$ cat src/rtl/conf_int_add_result_acc.sv
// conf_int_add_result_acc
// Windowed accumulator for the signed result stream of the approximate/exact
// adder. It sums WINDOW samples, or fewer when flush closes the window early,
// and offers {out_sum, out_count, out_ovf} on a valid/ready port.
// Optional build macro: CONF_INT_ADD_RESULT_ACC_SAT_EN. When it is defined,
// the accumulator saturates and reports overflow on out_ovf. When it is not
// defined, the accumulator wraps and out_ovf stays 0.
module conf_int_add_result_acc #(
  parameter int OP_BITWIDTH  = 32,
  parameter int ACC_BITWIDTH = 40,
  parameter int WINDOW       = 16
) (
  input  logic                    clk,
  input  logic                    rst,
  input  logic                    in_valid,
  input  logic [OP_BITWIDTH-1:0]  in_data,
  output logic                    in_ready,
  input  logic                    flush,
  output logic                    out_valid,
  input  logic                    out_ready,
  output logic [ACC_BITWIDTH-1:0] out_sum,
  output logic [15:0]             out_count,
  output logic                    out_ovf
);

  typedef enum logic {ACC = 1'b0, HOLD = 1'b1} state_t;

  localparam logic [15:0] WIN = 16'(WINDOW);

`ifdef CONF_INT_ADD_RESULT_ACC_SAT_EN
  localparam logic [ACC_BITWIDTH-1:0] SAT_MAX = {1'b0, {(ACC_BITWIDTH-1){1'b1}}};
  localparam logic [ACC_BITWIDTH-1:0] SAT_MIN = {1'b1, {(ACC_BITWIDTH-1){1'b0}}};
`endif

  state_t                  state;
  logic [ACC_BITWIDTH-1:0] acc;
  logic [15:0]             cnt;
  logic                    ovf_sticky;

  logic                    accept;
  logic [ACC_BITWIDTH-1:0] ext;
  logic [ACC_BITWIDTH-1:0] sum_wrap;
  logic [ACC_BITWIDTH-1:0] add_sum;
  logic                    add_ovf;
  logic [ACC_BITWIDTH-1:0] acc_after;
  logic [15:0]             cnt_after;
  logic                    sticky_after;
  logic                    close_win;

  // Input acceptance depends only on the state, never on out_ready.
  assign in_ready = (state == ACC);
  assign accept   = in_valid && in_ready;

  // Compute the next accumulator and count, and decide whether this cycle closes the window.
  always_comb begin
    ext          = {{(ACC_BITWIDTH-OP_BITWIDTH){in_data[OP_BITWIDTH-1]}}, in_data};
    sum_wrap     = acc + ext;
    add_sum      = sum_wrap;
    add_ovf      = 1'b0;
`ifdef CONF_INT_ADD_RESULT_ACC_SAT_EN
    // Overflow happens when both operands have the same sign and the result sign differs.
    add_ovf = (acc[ACC_BITWIDTH-1] == ext[ACC_BITWIDTH-1]) &&
              (sum_wrap[ACC_BITWIDTH-1] != acc[ACC_BITWIDTH-1]);
    if (add_ovf) begin
      add_sum = acc[ACC_BITWIDTH-1] ? SAT_MIN : SAT_MAX;
    end
`endif
    acc_after    = acc;
    cnt_after    = cnt;
    sticky_after = ovf_sticky;
    if (accept) begin
      acc_after    = add_sum;
      cnt_after    = cnt + 16'd1;
      sticky_after = ovf_sticky | add_ovf;
    end
    // A flush counts a sample accepted in the same cycle. An empty flush is ignored.
    close_win = (state == ACC) &&
                ((accept && (cnt_after == WIN)) || (flush && (cnt_after != 16'd0)));
  end

  // Control and datapath registers. Reset discards any partial or pending window.
  always_ff @(posedge clk) begin
    if (rst) begin
      state      <= ACC;
      acc        <= '0;
      cnt        <= '0;
      ovf_sticky <= 1'b0;
      out_valid  <= 1'b0;
      out_sum    <= '0;
      out_count  <= '0;
      out_ovf    <= 1'b0;
    end else begin
      case (state)
        ACC: begin
          acc        <= acc_after;
          cnt        <= cnt_after;
          ovf_sticky <= sticky_after;
          if (close_win) begin
            out_sum   <= acc_after;
            out_count <= cnt_after;
            out_ovf   <= sticky_after;
            out_valid <= 1'b1;
            state     <= HOLD;
          end
        end
        HOLD: begin
          // Results stay frozen until the consumer takes them. Then a fresh window starts.
          if (out_ready) begin
            out_valid  <= 1'b0;
            acc        <= '0;
            cnt        <= '0;
            ovf_sticky <= 1'b0;
            state      <= ACC;
          end
        end
        default: state <= ACC;
      endcase
    end
  end

endmodule
$ cat config.mk
export PLATFORM = sky130hd
export DESIGN_NAME = conf_int_add_result_acc
export DESIGN_NICKNAME = d
export VERILOG_FILES = /design/src/rtl/conf_int_add_result_acc.sv
export SDC_FILE = /design/constraint.sdc
export NUM_CORES = 1
export LEC_CHECK = 0
export ABC_AREA = 1
export BUFFER_PORTS_ARGS = -buffer_cell sky130_fd_sc_hd__buf_2
export CAP_MARGIN = 20
export CELL_PAD_IN_SITES_DETAIL_PLACEMENT = 1
export CELL_PAD_IN_SITES_GLOBAL_PLACEMENT = 1
export CORE_MARGIN = 1.5
export CORE_UTILIZATION = 42
export CTS_BUF_LIST = sky130_fd_sc_hd__clkbuf_4
export CTS_CLUSTER_DIAMETER = 150
export DETAILED_ROUTE_END_ITERATION = 10
export PLACE_DENSITY_LB_ADDON = 0.1
export SETUP_SLACK_MARGIN = 0.15
export SLEW_MARGIN = 0
export SYNTH_ARGS = -nofsm -noshare
export SYNTH_HDL_FRONTEND = slang
export SYNTH_SLANG_ARGS = --single-unit
$ cat constraint.sdc
create_clock -name clk -period 2.55 [get_ports clk]
set_input_delay 0.3825 -clock clk [delete_from_list [all_inputs] [get_ports clk]]
set_output_delay 0.3825 -clock clk [all_outputs]
set_load 0.05 [all_outputs]
Yosys cells after proc, flatten, opt, wreduce, memory -nomap -nowiden
Index checks and enable logic that the tools add are counted.
{"block": "word_totals", "ff_bits": 116, "latch_bits": 0, "ramBits": 0, "romBits": 0, "inputBits": 37, "output_inout_bits": 59, "elab_cells": 36, "mem_count": 0}
{"block": "classes", "addsub": 2, "multipliers": 0, "div_mod_pow": 0, "magnitude_cmp": 0, "eq_ne": 3, "shift": 0, "muxes": 13, "bitwise": 1, "reduce_logical": 9}
{"cell": "40-bit two-way mux", "count": 2}
{"cell": "40-bit case mux with 2 select lines", "count": 1}
{"cell": "40-bit adder", "count": 1}
{"cell": "16-bit two-way mux", "count": 2}
{"cell": "16-bit case mux with 2 select lines", "count": 1}
{"cell": "16-bit by 1-bit adder with 16-bit output, second input constant", "count": 1}
{"cell": "16-bit by 5-bit equality test with 1-bit output, second input constant", "count": 1}
{"cell": "16-bit nonzero test", "count": 1}
{"cell": "2-bit AND reduction", "count": 3}
{"cell": "1-bit two-way mux", "count": 5}
{"cell": "1-bit logical AND", "count": 4}
{"cell": "1-bit case mux with 2 select lines", "count": 2}
{"cell": "2-bit by 1-bit != test with 1-bit output, second input constant", "count": 1}
{"cell": "2-bit != test, second input constant", "count": 1}
{"cell": "1-bit logical OR", "count": 1}
{"cell": "1-bit inverter", "count": 1}

Logic depth before layout (Yosys ltp)
Gate-level depths: netlist (run 1).
{"block": "logic_depth", "depth_word": 9, "ltp_mapped": 18}

Worst setup path before layout (run 1)
No wires, ideal clock.
{"block": "synth_timing", "path_type": "input-to-reg", "startpoint": "input port in_data[0]", "endpoint": "register acc[16]", "setup_ns": 0.070, "t_arrival_ns": 2.099, "required_ns": 2.480, "slack_ns": 0.381, "cell_stages": 12, "n_path_buf": 0, "path_cell_list": "ha_1 > fa_1 > nand3_1 > nand3_1 > nand2_1 > nand3_1 > nand2_1 > nand3_1 > nand3_1 > o21ai_0 > or2_2 > a21oi_1"}
{"block": "synth_between", "elab_chain_len": 3}
{"item": "start: declaration", "line": "16", "rtl": "input logic [OP_BITWIDTH-1:0] in_data,"}
{"item": "40-bit adder", "line": "57", "rtl": "sum_wrap = acc + ext;"}
{"item": "40-bit two-way mux", "line": "71", "rtl": "if (accept) begin"}
{"item": "40-bit case mux with 2 select lines", "line": "93", "rtl": "case (state)"}
{"item": "end signal: assignment", "line": "95", "rtl": "acc <= acc_after;"}
{"item": "end: declaration", "line": "36", "rtl": "logic [ACC_BITWIDTH-1:0] acc;"}
No other way between the ends.
A chain may end at the register's enable or synchronous reset.

Worst setup path in the final report (run 1)
{"block": "layout_timing", "startpoint": "register cnt[0]", "endpoint": "register out_sum[8]"}
{"block": "layout_between", "elab_chain_len": 7, "elab_cells_between_ends": 9, "cone_classes": "add/sub: 1; eq/ne: 1; mux: 1; reduce/logical: 6"}
{"item": "start: declaration", "line": "37", "rtl": "logic [15:0] cnt;"}
{"item": "start signal: assignment", "line": "96", "rtl": "cnt <= cnt_after;"}
{"item": "16-bit by 1-bit adder with 16-bit output", "line": "73", "rtl": "cnt_after = cnt + 16'd1;"}
{"item": "16-bit two-way mux *", "line": "71"}
{"item": "16-bit by 5-bit equality test with 1-bit output / 16-bit nonzero test (equally long branches)", "line": "78", "rtl": "((accept && (cnt_after == WIN)) || (flush && (cnt_after != 16'd0)));"}
{"item": "1-bit logical AND", "line": "78"}
{"item": "1-bit logical OR *", "line": "78"}
{"item": "1-bit logical AND *", "line": "77", "rtl": "close_win = (state == ACC) &&"}
{"item": "2-bit AND reduction (no line) *"}
{"item": "end signal: assignment", "line": "99", "rtl": "out_sum <= acc_after;"}
{"item": "end: declaration", "line": "21", "rtl": "output logic [ACC_BITWIDTH-1:0] out_sum,"}
Mark *: on every way between the ends. The rest lies on a longest branch, timed or not.

==> results.toml, run 1 <==
[routing]
routed_wl_um = 32700
wl_per_cell_um = 17.9
ant_nets = 0
drt_iter0_markers = 457
num_vias = 9801
drt_pass1_iterations = 5
post_drt_via_cell_ratio = 5.36
drcViolationCount = 0

[final_layout]
synthToLayoutAreaGrowth_pct = 25.2
multi_input_area_um2 = 5710
seq_area_um2 = 2310
finish.utilization_pct = 53.6
fill_cells = 2729
final_cell_mix = "nand2_1, nor2_1, inv_1"
final_nets = 1628
drive_gt1_share_pct = 23.4
stdcell_area_um2 = 10400
final_common_cell = "nand2_1"

[floorplan]
pin_count = 96
die-area_um2 = 20700
num_rows = 51
initial_utilization_pct = 42.8
die_y_um = 144
coreArea_um2 = 19500
die_w_um = 144

[timing]
fmax_mhz = 406
rsz0062_at_grt = "yes"
finalCritPeriodShare_pct = 96.7
skew_ns = 0.0309
setup_viol = 0
hold_viol = 0
slew_violations = 0
tightest_slew_ns = 0.643
fin_ws_ns = 0.0848
finalWorstPathRequiredPeriod_ns = 2.47
slew_headroom_pct = 57.1
fin_tns_setup_ns = 0

[worst_hold_path]
hp-class = "in -> reg"
holdPathStages = 4
hp-start = "out_ready"
min_to = "out_valid"

[critical_path]
endpoint_kind = "flip-flop"
cp_max_fo = 11
crit_arrival_ns = 2.99
r2r-end = "out_sum[8]"
reg2reg_setup_slack_ns = 0.08
critPathKind = "reg -> reg"
r2r_cells = 16
startpoint_type = "flip-flop"
r2r-start = "cnt[0]"
required_ns = 3.08

[global_routing]
grt_pass1_vias = 9543
grt_max_degree = 93
grt_pass1_wl_um = 49300
grt_usage_pct = 30.8
grt_antenna_before_repair = 2
overflow = 0

[synth]
ys_seq_area_share_pct = 27.4
synth_async_sr_flop_share_pct = 0
yosysWarnings = 0
synth_cells = 1406
synthesis.area_per_instance_um2 = 5.93
synth_edf_count = 0
netlist_area_um2 = 8330
synthFlopType = "dfxtp_1"
yosysUniqueCellTypes = 37
ys_ff_latch = 114
synth_nets = 1484

[clock_tree]
cts_sinks = 114
tritoncts = "done"
clock_path_buffers = 2
clk_latency_ns = 0.59
cts_hold_buf = 0
path_clk_slew_ns = 0.13
cts_max_level = 4
root_buffer = "clkbuf_4"
cts_made_buffers = 17

[flow_run]
cap_violations = 0

[placement]
port_buffers = 94
place_ws_ns = -0.0440
hpwlAfterDp_um = 23700
routabilityCongestion = 0.965
placed_cell_area_um2 = 9490

[power_and_ir_drop]
irDropWorstVdd_mv = 0.280
power_density_nw_per_um2 = 670
finalPower_w = 0.00699
p_leak_nw = 5.20

[run_status]
status = "finished, final reports clean"
## per-stage QoR
step / std cells / hold slack (ns)
2_1_floorplan: 1406 / 0.457
3_3_place_gp: 1781 / 0.436
3_5_place_dp: 1781 / 0.439
4_1_cts: 1815 / 0.0989
5_1_grt: 1829 / 0.0945
6_report: 1829 / 0.111
## cell usage after synthesis (all sizes together), types with 3 or more instances
cell type / count / area (µm²)
a21oi: 144 / 721
and2: 3 / 18.8
buf: 23 / 156
clkbuf: 34 / 128
dfxtp: 114 / 2280
ha: 40 / 500
inv: 144 / 541
nand2: 460 / 1730
nand3: 144 / 726
nand3b: 12 / 90.1
nand4: 12 / 75.1
nor2: 160 / 616
nor3: 5 / 25.0
o21ai: 35 / 175
o21bai: 8 / 60.1
o22ai: 3 / 18.8
or2: 34 / 213
xnor2: 14 / 123
xor2: 4 / 35.0
## per-layer routing
| metal | vias up | GRT usage (%) | share of wire, % |
|---|---|---|---|
| met4 | 0 | 12.4 | 3.6 |
| met5 | - | 0 | 0 |
| met1 | 4706 | 37.3 | 43 |
| met3 | 71 | 4.30 | 3.7 |
| met2 | 220 | 54.7 | 50 |
| li1 | 4804 | - | - |
## logic make-up after synthesis
| logic type | share of synthesized area (%) |
|---|---|
| xor gates and xnor gates | 1.89 |
| adders and majority gates | 6.25 |
| AOI/OAI and AO/OA | 12.4 |
| and+or+nand+nor | 42.1 |
| buffers and inverters | 9.89 |
| other | 0.0450 |
| DFF | 27.4 |
## flip-flops by register name, indices dropped and copies added, names as in the netlist
name	count
acc	40
out_sum	40
out_count	16
state	1
cnt	16
out_valid	1
## layout make-up
cell class,count,area share [%]
clock buffer,17,1.22
multi-input combinational,1091,54.8
inverter,144,5.21
antenna,1,0.0240
sequential,114,22.2
timing repair buffer,182,12.0
tap,265,3.18
clock inverter,15,1.42
## timing repair
item                       CTS  global route
setup endpoints to repair   46            83
resized for setup           23           114
buffers inserted             2            11
pin swaps                    1            24
gates cloned                 0             2
hold endpoints to repair     0             0
## critical path, stage by stage, from the launching register on
cell	delay, ns
dfxtp_2	0.35
buf_4	0.15
inv_1	0.16
nand2_1	0.14
nand2_1	0.16
nand2_1	0.08
nor2_1	0.16
nand2_1	0.12
nor2_1	0.10
nand2_1	0.05
nor2_1	0.13
nand3_2	0.14
nand2_8	0.16
buf_12	0.15
buf_4	0.15
a21oi_1	0.08
nor2_1	0.14
## how the worst max path moves through the flow
stage	start	end	slack, ns	depth (start not counted)
after global routing	cnt[1]	out_sum[8]	-0.09	16
after CTS	state	in_ready	0.15	3
final	cnt[0]	out_sum[8]	0.08	16
after global placement	in_data[6]	out_sum[19]	-0.03	14
after floorplan	in_data[0]	acc[16]	0.38	12
after detailed placement	in_data[15]	out_sum[19]	-0.04	14
## power breakdown
part | switching [W] | internal [W] | leakage (nW) | total [W]
Sequential | 0.000195 | 0.00202 | 0.946 | 0.00221
Combinational | 0.00219 | 0.00117 | 4.11 | 0.00336
Clock | 0.000912 | 0.000510 | 0.148 | 0.00142
Total | 0.00330 | 0.00369 | 5.20 | 0.00699
Note: power is estimated with default switching activity, not from simulation.
==> run 2: changes to the inputs <==
--- a/config.mk
+++ b/config.mk
@@ -10,8 +10,7 @@
 export CAP_MARGIN = 20
 export CELL_PAD_IN_SITES_DETAIL_PLACEMENT = 1
 export CELL_PAD_IN_SITES_GLOBAL_PLACEMENT = 1
-export CORE_MARGIN = 1.5
-export CORE_UTILIZATION = 42
+export CORE_UTILIZATION = 38
 export CTS_BUF_LIST = sky130_fd_sc_hd__clkbuf_4
 export CTS_CLUSTER_DIAMETER = 150
 export DETAILED_ROUTE_END_ITERATION = 10
==> constraint.sdc (replaced) <==
create_clock -name clk -period 2.26 [get_ports clk]
set_input_delay 0.339 -clock clk [delete_from_list [all_inputs] [get_ports clk]]
set_output_delay 0.339 -clock clk [all_outputs]
set_load 0.05 [all_outputs]
==> results.toml, run 2 (synthesized netlist as in run 1, its figures left out) <==
[placement]
place_ws_ns = -0.315
placed_cell_area_um2 = 10300
hpwlAfterDp_um = 24500
dpl.cell_count = 1901
port_buffers = 94
routabilityCongestion = 0.919

[floorplan]
num_rows = 53
die-area_um2 = 22500
pin_count = 96
die_w_um = 150
coreArea_um2 = 21300
initial_utilization_pct = 39.1
die_y_um = 150

[timing]
fin_ws_ns = -0.535
slew_violations = 0
skew_ns = 0.0311
hold_viol = 0
finalWorstPathRequiredPeriod_ns = 2.80
finalCritPeriodShare_pct = 124
rsz0062_at_grt = "yes"
tightest_slew_ns = 0.911
slew_headroom_pct = 39.3
holdWs_ns = 0.0771
setup_viol = 80
fmax_mhz = 358

[final_layout]
fill_cells = 2672
final_common_cell = "nand2_1"
seq_area_um2 = 2360
multi_input_area_um2 = 7530
synthToLayoutAreaGrowth_pct = 66.0
drive_gt1_share_pct = 50.0
finish.utilization_pct = 65.0
top_regs = "acc: 40 flops, out_sum: 40 flops"
final_cell_mix = "nand2_1, buf_4, inv_1"
final_nets = 1789
stdcell_area_um2 = 13800
fin_cells = 2001

[power_and_ir_drop]
p_clk_share_pct = 17.2
p_leak_nw = 6.64
power_frac_comb_pct = 57.8
swShare_pct = 50.3
power.internal_w = 0.00516
switchingPower_w = 0.00522
power_density_nw_per_um2 = 751
pwr-share-seq_pct = 25.0
irDropWorstVdd_mv = 0.368

[global_routing]
grt_antenna_before_repair = 6
grt_max_degree = 97
overflow = 0
grt_pass1_wl_um = 56700
grt_usage_pct = 32.9
grt_pass1_vias = 10866

[worst_hold_path]
hp-class = "in -> reg"

[routing]
wl_per_cell_um = 26.6
drt_iter0_markers = 859
drcViolationCount = 0
post_drt_via_cell_ratio = 6.04
drt_pass1_iterations = 5
ant_nets = 0
num_vias = 12085
routed_wl_um = 53300

[critical_path]
endpoint_kind = "flip-flop"
required_ns = 2.76
startpoint_type = "flip-flop"
reg2reg_setup_slack_ns = -0.54
cp_max_fo = 10
critPathKind = "reg -> reg"
crit_arrival_ns = 3.30

[clock_tree]
clock_path_buffers = 2
path_clk_slew_ns = 0.14
clk_latency_ns = 0.62
cts_hold_buf = 0
cts_made_buffers = 17
tritoncts = "done"
cts_max_level = 4
root_buffer = "clkbuf_4"
cts_sinks = 114

[flow_run]
cap_violations = 0

[run_status]
status = "finished, violations left"
violations = "negative setup slack"
run 2: cell count changes in the layout (fill, tap and decap cells not counted), sizes merged:
cell / change
buf: +161
diode: +1
clkinv: -1
inv: +1
run 2: final timing paths:
| path | start | end | depth (start not counted) |
|---|---|---|---|
| worst max-delay path | cnt[13] | out_count[2] | 13 |
| worst min-delay path | out_ready | out_valid | 4 |
| worst max register to register | cnt[13] | out_count[2] | 13 |
| worst min register to register | acc[31] | acc[31] | 2 |
run 2: stage by stage:
step | total power (W) | TNS, ns
2_1_floorplan | 0.00490 | 0
5_1_grt | 0.0107 | -29.91
6_report | 0.0104 | -24.05
3_3_place_gp | 0.00626 | -14.83
4_1_cts | 0.00860 | -3.40
3_5_place_dp | 0.00635 | -16.24
run 2: critical path: stages, from the launching register on:
cell and delay, ns:
dfxtp_1 0.50, nand2_1 0.15, nor2_1 0.40, nand4_1 0.34, nand2_1 0.26, nor2_4 0.07
nand3_2 0.09, nand2_4 0.07, nand2_8 0.12, buf_12 0.16, clkbuf_16 0.18, nand3b_1 0.12
nand2_1 0.17, nor2_1 0.06
run 2: cell type report:
class                           count  area share, %
Multi-Input combinational cell   1091           54.5
Clock inverter                     15           1.18
Sequential cell                   114           17.1
Clock buffer                       17          0.923
Tap cell                          275           2.49
Inverter                          144           4.00
Timing Repair Buffer              343           19.8
Antenna cell                        2         0.0362
run 2: power groups by stage:
stage          Combinational (W)  Clock [W]  Sequential, W
2_1_floorplan            0.00192          0        0.00297
3_3_place_gp             0.00376          0        0.00251
3_5_place_dp             0.00384          0        0.00251
4_1_cts                  0.00436    0.00174        0.00250
5_1_grt                  0.00626    0.00185        0.00260
6_report                 0.00600    0.00179        0.00259
run 2: layer usage:
layer  share of wire [%]  track usage, %  up-vias
li1                    -               -     5131
met1                  37            38.4     5898
met2                  46            58.7      712
met3                 8.8            4.30      340
met4                 8.2            16.7        4
met5               0.053               0        -
run 2: timing repair:
action                                 CTS  global route
setup endpoints to repair               92            97
resized for setup                      228           421
endpoints found under the hold margin    0             0
gates cloned                             5             2
buffers inserted                        28            31
pin swaps                               43           173
==> run 3: changes to the inputs <==
--- a/config.mk
+++ b/config.mk
@@ -12,7 +12,7 @@
 export CELL_PAD_IN_SITES_GLOBAL_PLACEMENT = 1
 export CORE_UTILIZATION = 38
 export CTS_BUF_LIST = sky130_fd_sc_hd__clkbuf_4
-export CTS_CLUSTER_DIAMETER = 150
+export CTS_CLUSTER_DIAMETER = 80
 export DETAILED_ROUTE_END_ITERATION = 10
 export PLACE_DENSITY_LB_ADDON = 0.1
 export SETUP_SLACK_MARGIN = 0.15
==> constraint.sdc (replaced) <==
create_clock -name clk -period 2.25 [get_ports clk]
set_input_delay 0.3375 -clock clk [delete_from_list [all_inputs] [get_ports clk]]
set_output_delay 0.3375 -clock clk [all_outputs]
set_load 0.05 [all_outputs]
==> results.toml, run 3 (synthesized netlist as in run 1, its figures left out) <==
[global_routing]
grt_antenna_before_repair = 2
grt_max_degree = 97
grt_pass1_wl_um = 58600
grt_usage_pct = 34.2
overflow = 0
grt_pass1_vias = 11040

[floorplan]
initial_utilization_pct = 39.1
pin_count = 96
num_rows = 53
die_y_um = 150
die_w_um = 150
die-area_um2 = 22500
coreArea_um2 = 21300

[critical_path]
cp_max_fo = 12
crit_arrival_ns = 3.27
crit_top_cell = "nand2_1"
max_stage_delay_ns = 0.40
critPathKind = "reg -> reg"
endpoint_kind = "flip-flop"
required_ns = 2.77
critical-path-slowest-cell = "dfxtp_4"
crit_chain = "buf_4, nand3_2, nor2_4, nand2_1, nand2_1, nand2_1, nor2_4, nand2_1, nor2_2, nand3_2, nand2_8, buf_4, buf_12, nand3_1, nand2_1, nor2_1"
startpoint_type = "flip-flop"

[timing]
fmax_mhz = 363
rsz0062_at_grt = "yes"
slew_headroom_pct = 37.2
skew_ns = 0.0462
finalWorstPathRequiredPeriod_ns = 2.76
fin_ws_ns = -0.506
hold_viol = 0
setup_viol = 78
slew_violations = 0
finalCritPeriodShare_pct = 122
tightest_slew_ns = 0.941
fin_tns_setup_ns = -21.84
holdWs_ns = 0.102

[clock_tree]
cts_hold_buf = 0
tritoncts = "done"
cts_made_buffers = 17
cts_sinks = 114
clk_latency_ns = 0.64
clock_path_buffers = 2
cts_max_level = 4
path_clk_slew_ns = 0.15
root_buffer = "clkbuf_4"

[routing]
ant_nets = 0
post_drt_via_cell_ratio = 6.08
routed_wl_um = 54100
wl_per_cell_um = 26.8
drt_iter0_markers = 947
drt_pass1_iterations = 5
num_vias = 12252
drcViolationCount = 0

[placement]
hpwlAfterDp_um = 24400
port_buffers = 94
placed_cell_area_um2 = 10400
place_ws_ns = -0.401
routabilityCongestion = 0.929

[run_status]
status = "finished, violations left"
violations = "negative setup slack"

[final_layout]
fill_cells = 2681
final_common_cell = "nand2_1"
final_nets = 1804
seq_area_um2 = 2370
final_cell_mix = "nand2_1, buf_4, inv_1"
stdcell_area_um2 = 14100
multi_input_area_um2 = 7550
drive_gt1_share_pct = 51.4
top_regs = "acc: 40 flops, out_sum: 40 flops"
synthToLayoutAreaGrowth_pct = 68.7

[power_and_ir_drop]
power_density_nw_per_um2 = 763
p_leak_nw = 6.73
irDropWorstVdd_mv = 0.415

[flow_run]
cap_violations = 0

[worst_hold_path]
hp-class = "in -> reg"
## run 3: cell type report
type	count	area share, %
repair buffers	358	20.8
inverters	144	3.90
flip-flops and latches	114	16.8
diodes	1	0.0178
multi-input cells	1091	53.7
clock buffers	17	0.908
clock inverters	15	1.39
well taps	275	2.45
## run 3: per-stage QoR
stage | cells | power (W) | util (%)
6_report | 2015 | 0.0107 | 66.0
5_1_grt | 2015 | 0.0110 | 66.0
4_1_cts | 1980 | 0.00897 | 56.9
3_5_place_dp | 1909 | 0.00640 | 48.9
3_3_place_gp | 1909 | 0.00631 | 48.9
2_1_floorplan | 1406 | 0.00492 | -
## run 3: where the power goes
group          internal (W)  switching, W  total, W
Combinational       0.00236       0.00377   0.00613
Sequential          0.00230      0.000304   0.00260
Clock              0.000805       0.00119   0.00199
## run 3: path summary, 6_finish.rpt
check,startpoint,to,slack (ns),cells after the start
setup / recovery,cnt[0],out_sum[21],-0.51,16
hold / removal,out_ready,out_valid,0.10,4
setup reg to reg,cnt[0],out_sum[21],-0.51,16
hold reg to reg,out_sum[4],out_sum[4],0.49,2
## run 3: metal layers
metal / GRT usage [%] / wire [µm]
met2: 60.6 / 25200
met4: 17.3 / 4600
met5: 0 / 13
met1: 40.3 / 19300
met3: 4.05 / 4920
## run 3: critical path, delay by kind of cell (launching register included)
family / cells / cell delay [ns]
and+or+nand+nor: 13 / 1.83
buffers and inverters: 3 / 0.41
DFF: 1 / 0.40
## run 3: what timing repair did
item                                    in CTS  in global routing
resized for setup                          238                421
endpoints found under the setup margin      92                101
buffers inserted                            32                 31
cloned                                       7                  2
pin swaps                                   59                163
hold endpoints to repair                     0                  0
